===== config.mk =====
export PLATFORM = sky130hd
export DESIGN_NAME = sll_seq
export DESIGN_NICKNAME = d
export VERILOG_FILES = /design/src/rtl/shift_pkg.sv /design/src/rtl/sll_step.sv /design/src/rtl/sll_seq.sv
export SDC_FILE = /design/constraint.sdc
export NUM_CORES = 1
export LEC_CHECK = 0
export CAP_MARGIN = 15
export CELL_PAD_IN_SITES_DETAIL_PLACEMENT = 0
export CELL_PAD_IN_SITES_GLOBAL_PLACEMENT = 1
export CORE_ASPECT_RATIO = 0.5
export CORE_MARGIN = 1
export CORE_UTILIZATION = 28
export DETAILED_ROUTE_END_ITERATION = 10
export HOLD_SLACK_MARGIN = 0.02
export PLACE_DENSITY_LB_ADDON = 0.1
export SLEW_MARGIN = 40
export SYNTH_ARGS = -nofsm -noshare
export SYNTH_HDL_FRONTEND = slang
export SYNTH_SLANG_ARGS = --single-unit

===== constraint.sdc =====
create_clock -name i_clk -period 1.8 [get_ports i_clk]
set_input_delay 0.36 -clock i_clk [delete_from_list [all_inputs] [get_ports i_clk]]
set_output_delay 0.36 -clock i_clk [all_outputs]
set_load 0.005 [all_outputs]

===== src/rtl/shift_pkg.sv =====
// Shared widths and FSM state type for the sequential logical-left-shift unit.
package shift_pkg;

  localparam int unsigned XLEN    = 32;
  localparam int unsigned SHAMT_W = 5;
  localparam int unsigned STEP_W  = 3;

  typedef enum logic [1:0] {
    IDLE  = 2'd0,
    SHIFT = 2'd1,
    DONE  = 2'd2
  } sll_state_e;

endpackage


===== src/rtl/sll_step.sv =====
// One shift stage: data_in << 2^k when en is set, otherwise pass-through.
module sll_step
  import shift_pkg::*;
(
  input  logic [XLEN-1:0]   data_in,
  input  logic              en,
  input  logic [STEP_W-1:0] k,
  output logic [XLEN-1:0]   data_out_c
);

  logic [SHAMT_W:0] dist_c;

  assign dist_c     = (SHAMT_W + 1)'(1) << k;
  assign data_out_c = en ? (data_in << dist_c) : data_in;

endmodule


===== src/rtl/sll_seq.sv =====
// Multi-cycle logical shift left: rd_data = rs1_data << rs2_data[4:0].
// Define SLL_SEQ_LOG_STEP_EN for the fixed 5-step (2^k) mode; default is bit-serial.
module sll_seq
  import shift_pkg::*;
(
  input  logic            i_clk,
  input  logic            i_reset_n,
  input  logic            i_flush,
  input  logic            in_valid,
  output logic            in_ready,
  input  logic [XLEN-1:0] rs1_data,
  input  logic [XLEN-1:0] rs2_data,
  output logic            out_valid,
  input  logic            out_ready,
  output logic [XLEN-1:0] rd_data
);

  sll_state_e         state_q, state_nxt;
  logic [XLEN-1:0]    operand_q, operand_nxt;
  logic [SHAMT_W-1:0] counter_q, counter_nxt;
  logic               in_ready_q, out_valid_q;
  logic               step_en;
  logic [STEP_W-1:0]  step_k;
  logic [XLEN-1:0]    step_out_c;
  logic               unused_rs2_hi;

  assign unused_rs2_hi = ^rs2_data[XLEN-1:SHAMT_W];

`ifdef SLL_SEQ_LOG_STEP_EN
  localparam logic [STEP_W-1:0] STEP_LAST = STEP_W'(SHAMT_W - 1);

  logic [STEP_W-1:0] step_q, step_nxt;

  // counter_q holds the captured shamt; each step applies its bit as 2^k
  assign step_en = |(counter_q & (SHAMT_W'(1) << step_q));
  assign step_k  = step_q;

  always_ff @(posedge i_clk or negedge i_reset_n) begin
    if (!i_reset_n) step_q <= '0;
    else            step_q <= step_nxt;
  end
`else
  assign step_en = 1'b1;
  assign step_k  = '0;
`endif

  sll_step u_step (
    .data_in    (operand_q),
    .en         (step_en),
    .k          (step_k),
    .data_out_c (step_out_c)
  );

  always_comb begin
    state_nxt   = state_q;
    operand_nxt = operand_q;
    counter_nxt = counter_q;
`ifdef SLL_SEQ_LOG_STEP_EN
    step_nxt    = step_q;
`endif
    unique case (state_q)
      IDLE: begin
        if (in_valid) begin
          operand_nxt = rs1_data;
          counter_nxt = rs2_data[SHAMT_W-1:0];
`ifdef SLL_SEQ_LOG_STEP_EN
          step_nxt    = '0;
          state_nxt   = SHIFT;
`else
          state_nxt   = (rs2_data[SHAMT_W-1:0] == '0) ? DONE : SHIFT;
`endif
        end
      end
      SHIFT: begin
        operand_nxt = step_out_c;
`ifdef SLL_SEQ_LOG_STEP_EN
        if (step_q == STEP_LAST) begin
          step_nxt  = '0;
          state_nxt = DONE;
        end else begin
          step_nxt  = step_q + STEP_W'(1);
        end
`else
        counter_nxt = counter_q - SHAMT_W'(1);
        if (counter_q == SHAMT_W'(1)) state_nxt = DONE;
`endif
      end
      DONE: begin
        if (out_ready) state_nxt = IDLE;
      end
      default: state_nxt = IDLE;
    endcase
    // flush wins over accept and the output handshake
    if (i_flush) begin
      state_nxt   = IDLE;
      counter_nxt = '0;
`ifdef SLL_SEQ_LOG_STEP_EN
      step_nxt    = '0;
`endif
    end
  end

  always_ff @(posedge i_clk or negedge i_reset_n) begin
    if (!i_reset_n) begin
      state_q     <= IDLE;
      operand_q   <= '0;
      counter_q   <= '0;
      in_ready_q  <= 1'b1;
      out_valid_q <= 1'b0;
    end else begin
      state_q     <= state_nxt;
      operand_q   <= operand_nxt;
      counter_q   <= counter_nxt;
      in_ready_q  <= (state_nxt == IDLE);
      out_valid_q <= (state_nxt == DONE);
    end
  end

  assign in_ready  = in_ready_q;
  assign out_valid = out_valid_q;
  assign rd_data   = operand_q;

endmodule


==> results.md <==
- Share of synthesized cell area in and, or, nand and nor gates: 0.242
- DRT iter0 DRCs: 89
- Clock tree from TritonCTS: yes
- Pint: ~2.2 mW
- Iteration count of the initial detailed-routing pass: 4
- Post-route DRC: 0
- Yosys warning total: 0
- Measured slew at the worst slew-check pin: 0.504 ns
- Critical Path Fanout Max: 1
- Req. time, crit path: 1.44 ns
- Half-perimeter wire length after detailed placement: 3730 microns
- Proportion of synthesized flip-flops having asynchronous set or reset: 1.00
- Critical-path top delay cell: dfstp_2
- Root cell of the clock tree: clkbuf_16
- Complex-gate fraction of the synthesized area: 0.176
- RD Place Congestion: 0.781
- Antenna cells: 0
- Initial antenna violation count: 0
- Worst setup path startpoint: in_ready$_DFF_PN1_
- Setup bufs post-CTS: 0
- Clk network pwr share: 0.303
- Synth Net Count: 303
- Total placed instance area: ~2900 sq um
- Reg clk slew, reported paths: 0.06 ns
- Final max-slew violation count: 0
- Sequential Power Share: 0.403
- Post-route cell area: 3010 sq um
- Distinct cell type count of the synthesized netlist: 32
- GRT Util Overall: 0.146
- Number of port buffers: between 70 and 80
- Type of element launching the critical path: register
- Data arrival at the endpoint of the critical path: 1.28 ns
- Main combinational cell family by area after synthesis: simple AND/OR/NAND/NOR gates
- Synth Instances: ~230
- Mean area per synthesized cell: 8.55 sq um
- Routed via count divided by cell count: 4.68
- Filler Cells Inserted: 654
- Part of the Yosys area used for sequential elements: 0.518
- Count of state elements after synthesis: between 40 and 50
- Multiplexer fraction of the synthesized cell area: 0
- Cell Rows: 21
- WL per Instance: 13.1 microns
- Result of the run: completed
- Combinational share of power: 0.295
- Number of buffer and inverter instances along the worst setup path: 1
- FMAX: 611 MHz
- Vias in the first global route: 1665
- Number of hold-repair buffers added at the cts stage: 0
- Critical path's largest stage delay: between 0.5 and 0.6 ns
- Initial Utilization: 0.294
- Peak supply drop: roughly 400 uV
- Cell area power density: 1030 nW/um^2
- Tightest Hold Check Type: in -> async
- Flip-flop cell with the highest count after synthesis: dfrtp_1
- Skew final: 0.00507 ns
- Setup violations, final: 0
- Top-level port count: 103
- Global-route wire length before repair: 8200 microns
- Hold violation count in the final report: 0
- Floorplan die height: 61.5 microns
- Crit-path leading delay family: flip-flops
- Proportion of layout cells with a drive suffix above 1: 0.0777
- Total gr overflow: 0
- Number of H-tree levels: 2
- Die X: 121 microns
- RSZ-0062 raised after global routing: false
- Sinks on the clock net: just over 40
- Static power due to leakage: 1.26 nW
- XOR/XNOR Fraction of Synth Area: 0
- Count of flip-flops with a built-in enable after synthesis: 0
- Post-cts resize count: 0
- Fin nets: roughly 380
- Largest net degree at the start of global routing: 47
- Total net switching power: 0.878 mW
- Max-cap violations: 0
- Number of routed nets with antenna violations: 0
- Total clock buffers created by CTS: 5
- Worst-skew pair later-pin latency: 0.28 ns
- Area grow syn2layout: 51.7%
- Maximum clock insertion buffer count: 2
- Cell area after synthesis: 1980 sq um
- Vias post-DR: 1878
- Net Sw Frac: 0.283
- Launch point of the worst reg-to-reg path: state_q[1]$_DFF_PN0_
- Share of the clock period used by the worst path after layout: 0.910
- Nature of the critical path endpoint: output port
- Die area: about 7400 sq um
- Cell-by-cell listing of the critical path: clkdlybuf4s50_1
- Worst slew margin relative to its limit: 0.664
- Post-synthesis share of cell area spent on full adders, half adders and majority gates: 0.0126
- Wirelength, routed: 5240 microns
- Accumulated negative setup slack: 0 ns
- Area of the placeable core: 6750 sq um
- Startpoint-to-endpoint class of the critical path: reg -> out
- Shortest period the worst path allows: around 1.6 ns
[synth_stat cells (3+ instances only)]
library cell  count  area share
nand2_1          65        0.12
dfrtp_1          40        0.50
nor2_1           36       0.068
a31oi_1          33        0.10
a21oi_1           7       0.018
buf_2             7       0.018
buf_4             5       0.019
nor3_1            5       0.013
clkbuf_1          3      0.0057
nor2b_1           3      0.0095
o21ai_0           3      0.0076
[path summary, 6_finish.rpt]
kind / to / slack (ns) / cells past startpoint
max: in_ready / 0.16 / 1
min: rd_data[24]$_DFFE_PN0P_ / 0.04 / 1
max reg2reg: rd_data[1]$_DFFE_PN0P_ / 0.30 / 4
min reg2reg: rd_data[0]$_DFFE_PN0P_ / 0.54 / 1
max in group asynchronous: in_ready$_DFF_PN1_ / 1.18 / 2
min in group i_clk: rd_data[0]$_DFFE_PN0P_ / 0.54 / 1
[layout by cell type, fill, tap and decap left out, types with 2 or more instances in the layout]
cell type        instances
a211oi_1                 2
a21oi_1                  7
a31oi_1                 33
buf_12                   2
buf_4                    8
clkbuf_16                5
clkbuf_8                 2
clkdlybuf4s50_1         74
dfrtp_1                 40
ha_1                     2
inv_1                    2
nand2_1                 65
nor2_1                  36
nor2b_1                  2
nor3_1                   5
nor3b_1                  2
o21ai_0                  3
[per-stage QoR]
stage | worst slack [ns] | power [mW] | util | cells | hold WS (ns)
floorplan | 0.551 | 1.65 | - | 232 | 0.0644
global placement | 0.0972 | 2.18 | 0.422 | 393 | 0.365
detailed placement | 0.115 | 2.20 | 0.422 | 393 | 0.362
CTS | 0.149 | 3.15 | 0.446 | 401 | 0.0528
global route | 0.141 | 3.30 | 0.446 | 401 | 0.0808
finish | 0.162 | 3.11 | 0.446 | 401 | 0.0410
[state kept, by name, indices dropped and copies added, names as in the netlist]
register / count
in_ready: 1
out_valid: 1
state_q: 2
counter_q: 5
rd_data: 32
[routing by layer]
metal  vias to the layer above  GRT usage  wire [microns]
met3                         7     0.0500             295
met1                       878      0.193            2540
li1                        942          -               -
met2                        51      0.229            2340
met4                         0     0.0423              64
met5                         -          0               0
[logic make-up after synthesis]
family                     count (synthesis)
and+or+nand+nor                          117
AOI/OAI and AO/OA                         54
DFF                                       41
buffers and inverters                     18
adders and majority gates                  2
[power by group through the flow]
| stage | Clock, mW | Combinational (mW) | Sequential (mW) |
|---|---|---|---|
| detailed placement | 0 | 0.927 | 1.27 |
| global placement | 0 | 0.922 | 1.26 |
| CTS | 0.973 | 0.930 | 1.25 |
| floorplan | 0 | 0.392 | 1.25 |
| finish | 0.941 | 0.916 | 1.25 |
| global route | 1.01 | 1.02 | 1.28 |
[worst register-to-register path, stage by stage (launching register included)]
cell and delay [ns]:
dfrtp_1 0.48, nand2b_1 0.35, buf_4 0.32, nand2_1 0.08
a31oi_1 0.18
[layout make-up]
class | count | area, sq um | area share
multi-input combinational | 173 | 856 | 0.284
timing repair buffer | 85 | 846 | 0.281
clock buffer | 7 | 153 | 0.0507
inverter | 2 | 7.51 | 0.00249
clock inverter | 1 | 5.00 | 0.00166
tap | 92 | 115 | 0.0383
sequential | 41 | 1030 | 0.341
Power figures use the tool's default switching activity.
==> RTL change 1 (same flow settings) <==
Re-encode `sll_state_e` (3 states) as one-hot, 3 bits wide.
--- a/src/rtl/shift_pkg.sv
+++ b/src/rtl/shift_pkg.sv
@@ -5,10 +5,10 @@
   localparam int unsigned SHAMT_W = 5;
   localparam int unsigned STEP_W  = 3;
 
-  typedef enum logic [1:0] {
-    IDLE  = 2'd0,
-    SHIFT = 2'd1,
-    DONE  = 2'd2
+  typedef enum logic [2:0] {
+    IDLE  = 3'b001,
+    SHIFT = 3'b010,
+    DONE  = 3'b100
   } sll_state_e;
 
 endpackage
Check against the original RTL: same outputs for any inputs over 10 cycles, from zero or initial values and one cycle with i_reset_n low; not proved beyond that.
==> RTL change 1 against the unedited design <==
- routed wire length fell by 13%
- synthesized cell count fell by 15%
- clock skew fell by 0.00060 ns
- combinational power fell by 11%
- highest routed layer unchanged
- design area rose by 1.8%
- worst setup slack got worse by 0.043 ns
- power fell by 4.3%
- synthesized area rose by 5.2%
- sequential cell count rose by 1
==> RTL change 1: results <==
metrics = {
    "power_and_ir_drop": {
        "power.leakage_nw": 1.22,
        "clkPwrFrac_pct": 30.0,
        "peakVddDrop_mv": 0.389,
        "sequentialPowerShare_pct": 42.4,
        "power_mw": 2.97,
        "p_int_mw": 2.21,
    },
    "worst_setup_path": {
        "cp_top_family": "buffers and inverters",
        "slowest_stage": "clkdlybuf4s50_1",
        "worst-path-max-fanout": 22,
        "startpoint": "in_valid",
        "worstReg2RegStart": "state_q[0]",
        "cpPeakStageDelay_ns": 0.46,
        "arrival_ns": 1.84,
    },
    "synthesis": {
        "synthAdderAreaFrac_pct": 1.20,
        "synth.area.mux_share_pct": 15.4,
        "synth_cells": 198,
        "ys_top_cells_by_count": "40 x dfrtp_1, 36 x nand2_1, 36 x o21ai_1, 32 x mux2i_1, 8 x a21oi_1",
        "seq_area_frac_synth_pct": 50.5,
        "yosysUniqueCellTypes": 30,
        "yosys-top-cells-area": "dfrtp_1 48%, mux2i_1 15%, o21ai_1 8.6%",
    },
    "routing": {
        "drtIter0Drc": 56,
        "wl_per_cell_um": 12.4,
    },
    "grt": {
        "grt_max_degree": 54,
        "grt_pass1_vias": 1590,
        "grt_usage_pct": 12.0,
        "grt_pass1_wl_um": 7400,
    },
    "clocking": {
        "htreeDepth": 2,
        "cts.sinks": 42,
    },
    "finish": {
        "multi_input_area_share_pct": 28.7,
        "fillCellCount": 705,
        "stdcell_count": 366,
        "buffers": 82,
        "layout.comb_gates.multi_input": 137,
        "seq_area_sq_um": 1050,
        "fin_nets": 344,
        "drive_gt1_share_pct": 6.93,
        "buffer_area_share_pct": 27.7,
        "clk_share_pct": 4.82,
        "inverters": 5,
        "synthToLayoutAreaGrowth_pct": 46.9,
    },
    "outcome": {
        "outcome": "completed",
    },
    "placed_design": {
        "dp_cells": 358,
        "post-dp-hpwl_um": 3130,
        "place_congestion": 0.773,
        "dpl_cell_area_sq_um": 2920,
    },
    "floorplan": {
        "dieArea_sq_um": 7820,
    },
    "sta": {
        "tightest_slew_ns": 0.381,
        "finClkSkew_ns": 0.00447,
        "setup_tns_ns": 0,
    },
}
[RTL change 1: cell count changes after synthesis, moves of 3 or more]
cell	before	now
inv_1	2	5
clkbuf_1	3	0
nor2b_1	3	0
o21ai_0	3	0
buf_12	0	3
nor3_1	5	2
mux2i_1	0	32
nor2_1	36	5
nand2_1	65	36
buf_4	5	1
o21ai_1	0	36
a31oi_1	33	2
[RTL change 1: path summary, 6_finish.rpt]
| path | cells past startpoint | end | slack [ns] |
|---|---|---|---|
| max | 6 | counter_q[3] | 0.12 |
| max reg2reg | 5 | counter_q[3] | 0.15 |
| max in group asynchronous | 2 | state_q[0] | 1.49 |
| min | 2 | rd_data[6] | 0.05 |
| min in group i_clk | 2 | rd_data[22] | 0.51 |
| min reg2reg | 2 | rd_data[22] | 0.51 |
[RTL change 1: routing by layer]
metal	wire [um]	track usage [%]
met1	2300	16.1
met2	1920	18.9
met3	318	3.92
met4	14	2.23
met5	0	0
==> RTL change 2 (same flow settings) <==
Made on the original files. Change the package constant `SHAMT_W` from 5 to 10.
--- a/src/rtl/shift_pkg.sv
+++ b/src/rtl/shift_pkg.sv
@@ -2,7 +2,7 @@
 package shift_pkg;
 
   localparam int unsigned XLEN    = 32;
-  localparam int unsigned SHAMT_W = 5;
+  localparam int unsigned SHAMT_W = 10;
   localparam int unsigned STEP_W  = 3;
 
   typedef enum logic [1:0] {
Function: changed (a bounded check fails within 4 cycles, from zero or initial values and one cycle with i_reset_n low).
==> RTL change 2 against the unedited design <==
- register-to-register slack got worse by 0.05 ns
- worst setup slack got worse by 0.012 ns
- routed wire length increased by 25%
- count of clock-buffer cells in the layout decreased by 1
- hold slack improved by 0.0036 ns
- global-route usage increased by 1.4 points
- clock power decreased by 2%
- sequential cell count increased by 5
- power increased by 16%
- synthesized area increased by 17%
- first-iteration DRC count increased by 6.7%
- non-clock buffer count increased by 11
- design area increased by 15%
- largest power group unchanged
==> RTL change 2: results <==
metrics = {
    "placed_design": {
        "dpl_cell_area_sq_um": 3320,
        "post-dp-hpwl_um": 4620,
        "place_congestion": 0.792,
        "io_buffers": 80,
        "dp_cells": 462,
        "pre_cts_ws_ns": -0.0494,
    },
    "finish": {
        "inverters": 3,
        "fin_nets": 428,
        "fillCellCount": 780,
        "layout.comb_gates.multi_input": 205,
        "clk_share_pct": 4.12,
        "seq-cell-share_pct": 33.3,
        "multi_input_area_sq_um": 1070,
        "design.seq.count": 46,
        "buffer_area_share_pct": 27.2,
        "synthToLayoutAreaGrowth_pct": 48.8,
        "buffers": 96,
        "nClkBuffers": 6,
        "stdcell_count": 470,
        "drive_gt1_share_pct": 9.50,
    },
    "grt": {
        "grt_usage_pct": 15.9,
        "grt_pass1_vias": 2114,
        "grt_max_degree": 63,
        "grt_pass1_wl_um": 10500,
    },
    "synthesis": {
        "synth.area.mux_share_pct": 0.484,
        "synthXorXnorAreaFrac_pct": 0.377,
        "seq_area_frac_synth_pct": 49.6,
        "syn_nets": 345,
        "yosys-top-cells-area": "dfrtp_1 48%, nand2_1 12%, a31oi_1 9.7%",
        "yosysUniqueCellTypes": 42,
        "synthAdderAreaFrac_pct": 1.08,
        "syn_avg_cell_area_sq_um": 8.48,
        "ys_top_cells_by_count": "72 x nand2_1, 45 x dfrtp_1, 39 x nor2_1, 36 x a31oi_1, 14 x buf_2",
        "synth_compound_area_share_pct": 19.2,
        "synthArstFlopShare_pct": 100,
    },
    "worst_setup_path": {
        "worstReg2RegStart": "counter_q[0]",
        "slowest_stage": "dfstp_2",
        "cpPeakStageDelay_ns": 0.51,
        "cp_top_family": "flip-flops",
        "reg2reg_to": "counter_q[8]",
        "arrival_ns": 1.29,
        "rrSetupSlack_ns": 0.25,
        "rr_worst_depth": 7,
    },
    "routing": {
        "vias": 2258,
        "drtIter0Drc": 95,
        "wl_per_cell_um": 13.9,
    },
    "clocking": {
        "post-cts-setup-buffers": 0,
        "htreeDepth": 2,
        "clk_latency_ns": 0.29,
    },
    "power_and_ir_drop": {
        "power.leakage_nw": 1.43,
        "peakVddDrop_mv": 0.385,
    },
    "floorplan": {
        "core_area_sq_um": 8030,
    },
    "sta": {
        "finClkSkew_ns": 0.00408,
        "slew_headroom_pct": 64.4,
        "hold_ws_ns": 0.0446,
    },
    "outcome": {
        "outcome": "completed",
    },
    "worst_hold_path": {
        "hold_path.class": "primary input to asynchronous set/reset pin",
    },
}
## RTL change 2: cell count changes in the layout (fill, tap and decap cells not counted), moves of 3 or more
cell,unedited run,this run
nand2_1,65,72
buf_4,8,14
clkdlybuf4s50_1,74,79
dfrtp_1,40,45
nand3_1,1,5
a21oi_1,7,10
a31oi_1,33,36
nor2_1,36,39
nor3_1,5,2
## RTL change 2: routing by layer
layer / wire length, um / up-vias / GRT usage (%)
met1: 3190 / 1087 / 20.2
met5: 0 / - / 0
met3: 308 / 5 / 4.37
li1: - / 1118 / -
met4: 59 / 0 / 4.31
met2: 3000 / 48 / 26.8
## RTL change 2: worst max-delay path by stage
stage,endpoint,start,cells past startpoint
4_1_cts,in_ready,in_ready,1
3_5_place_dp,out_valid,rs2_data[0],6
2_1_floorplan,counter_q[6],counter_q[0],6
3_3_place_gp,out_valid,rs2_data[0],6
5_1_grt,in_ready,in_ready,1
6_report,in_ready,in_ready,1
## RTL change 2: where the power goes
| part | total (mW) | internal, mW | leakage (nW) | switching, mW |
|---|---|---|---|---|
| combinational | 1.24 | 0.694 | 0.811 | 0.542 |
| clock | 0.923 | 0.516 | 0.0708 | 0.407 |
| sequential | 1.44 | 1.25 | 0.549 | 0.188 |
## RTL change 2: worst register-to-register path: cells and delay by family, from the launching register on
kind | cells | cell delay [ns]
adders and majority gates | 1 | 0.17
and+or+nand+nor | 1 | 0.20
AOI/OAI and AO/OA | 3 | 0.36
buffers and inverters | 2 | 0.28
DFF | 1 | 0.43
## RTL change 2: kinds of logic (layout without fill, tap and decap cells)
kind of cell | after synthesis | count (layout)
xor gates and xnor gates | 1 | 1
AOI/OAI and AO/OA | 69 | 69
muxes | 1 | 1
adders and majority gates | 2 | 2
DFF | 46 | 46
buffers and inverters | 23 | 107
and+or+nand+nor | 132 | 132
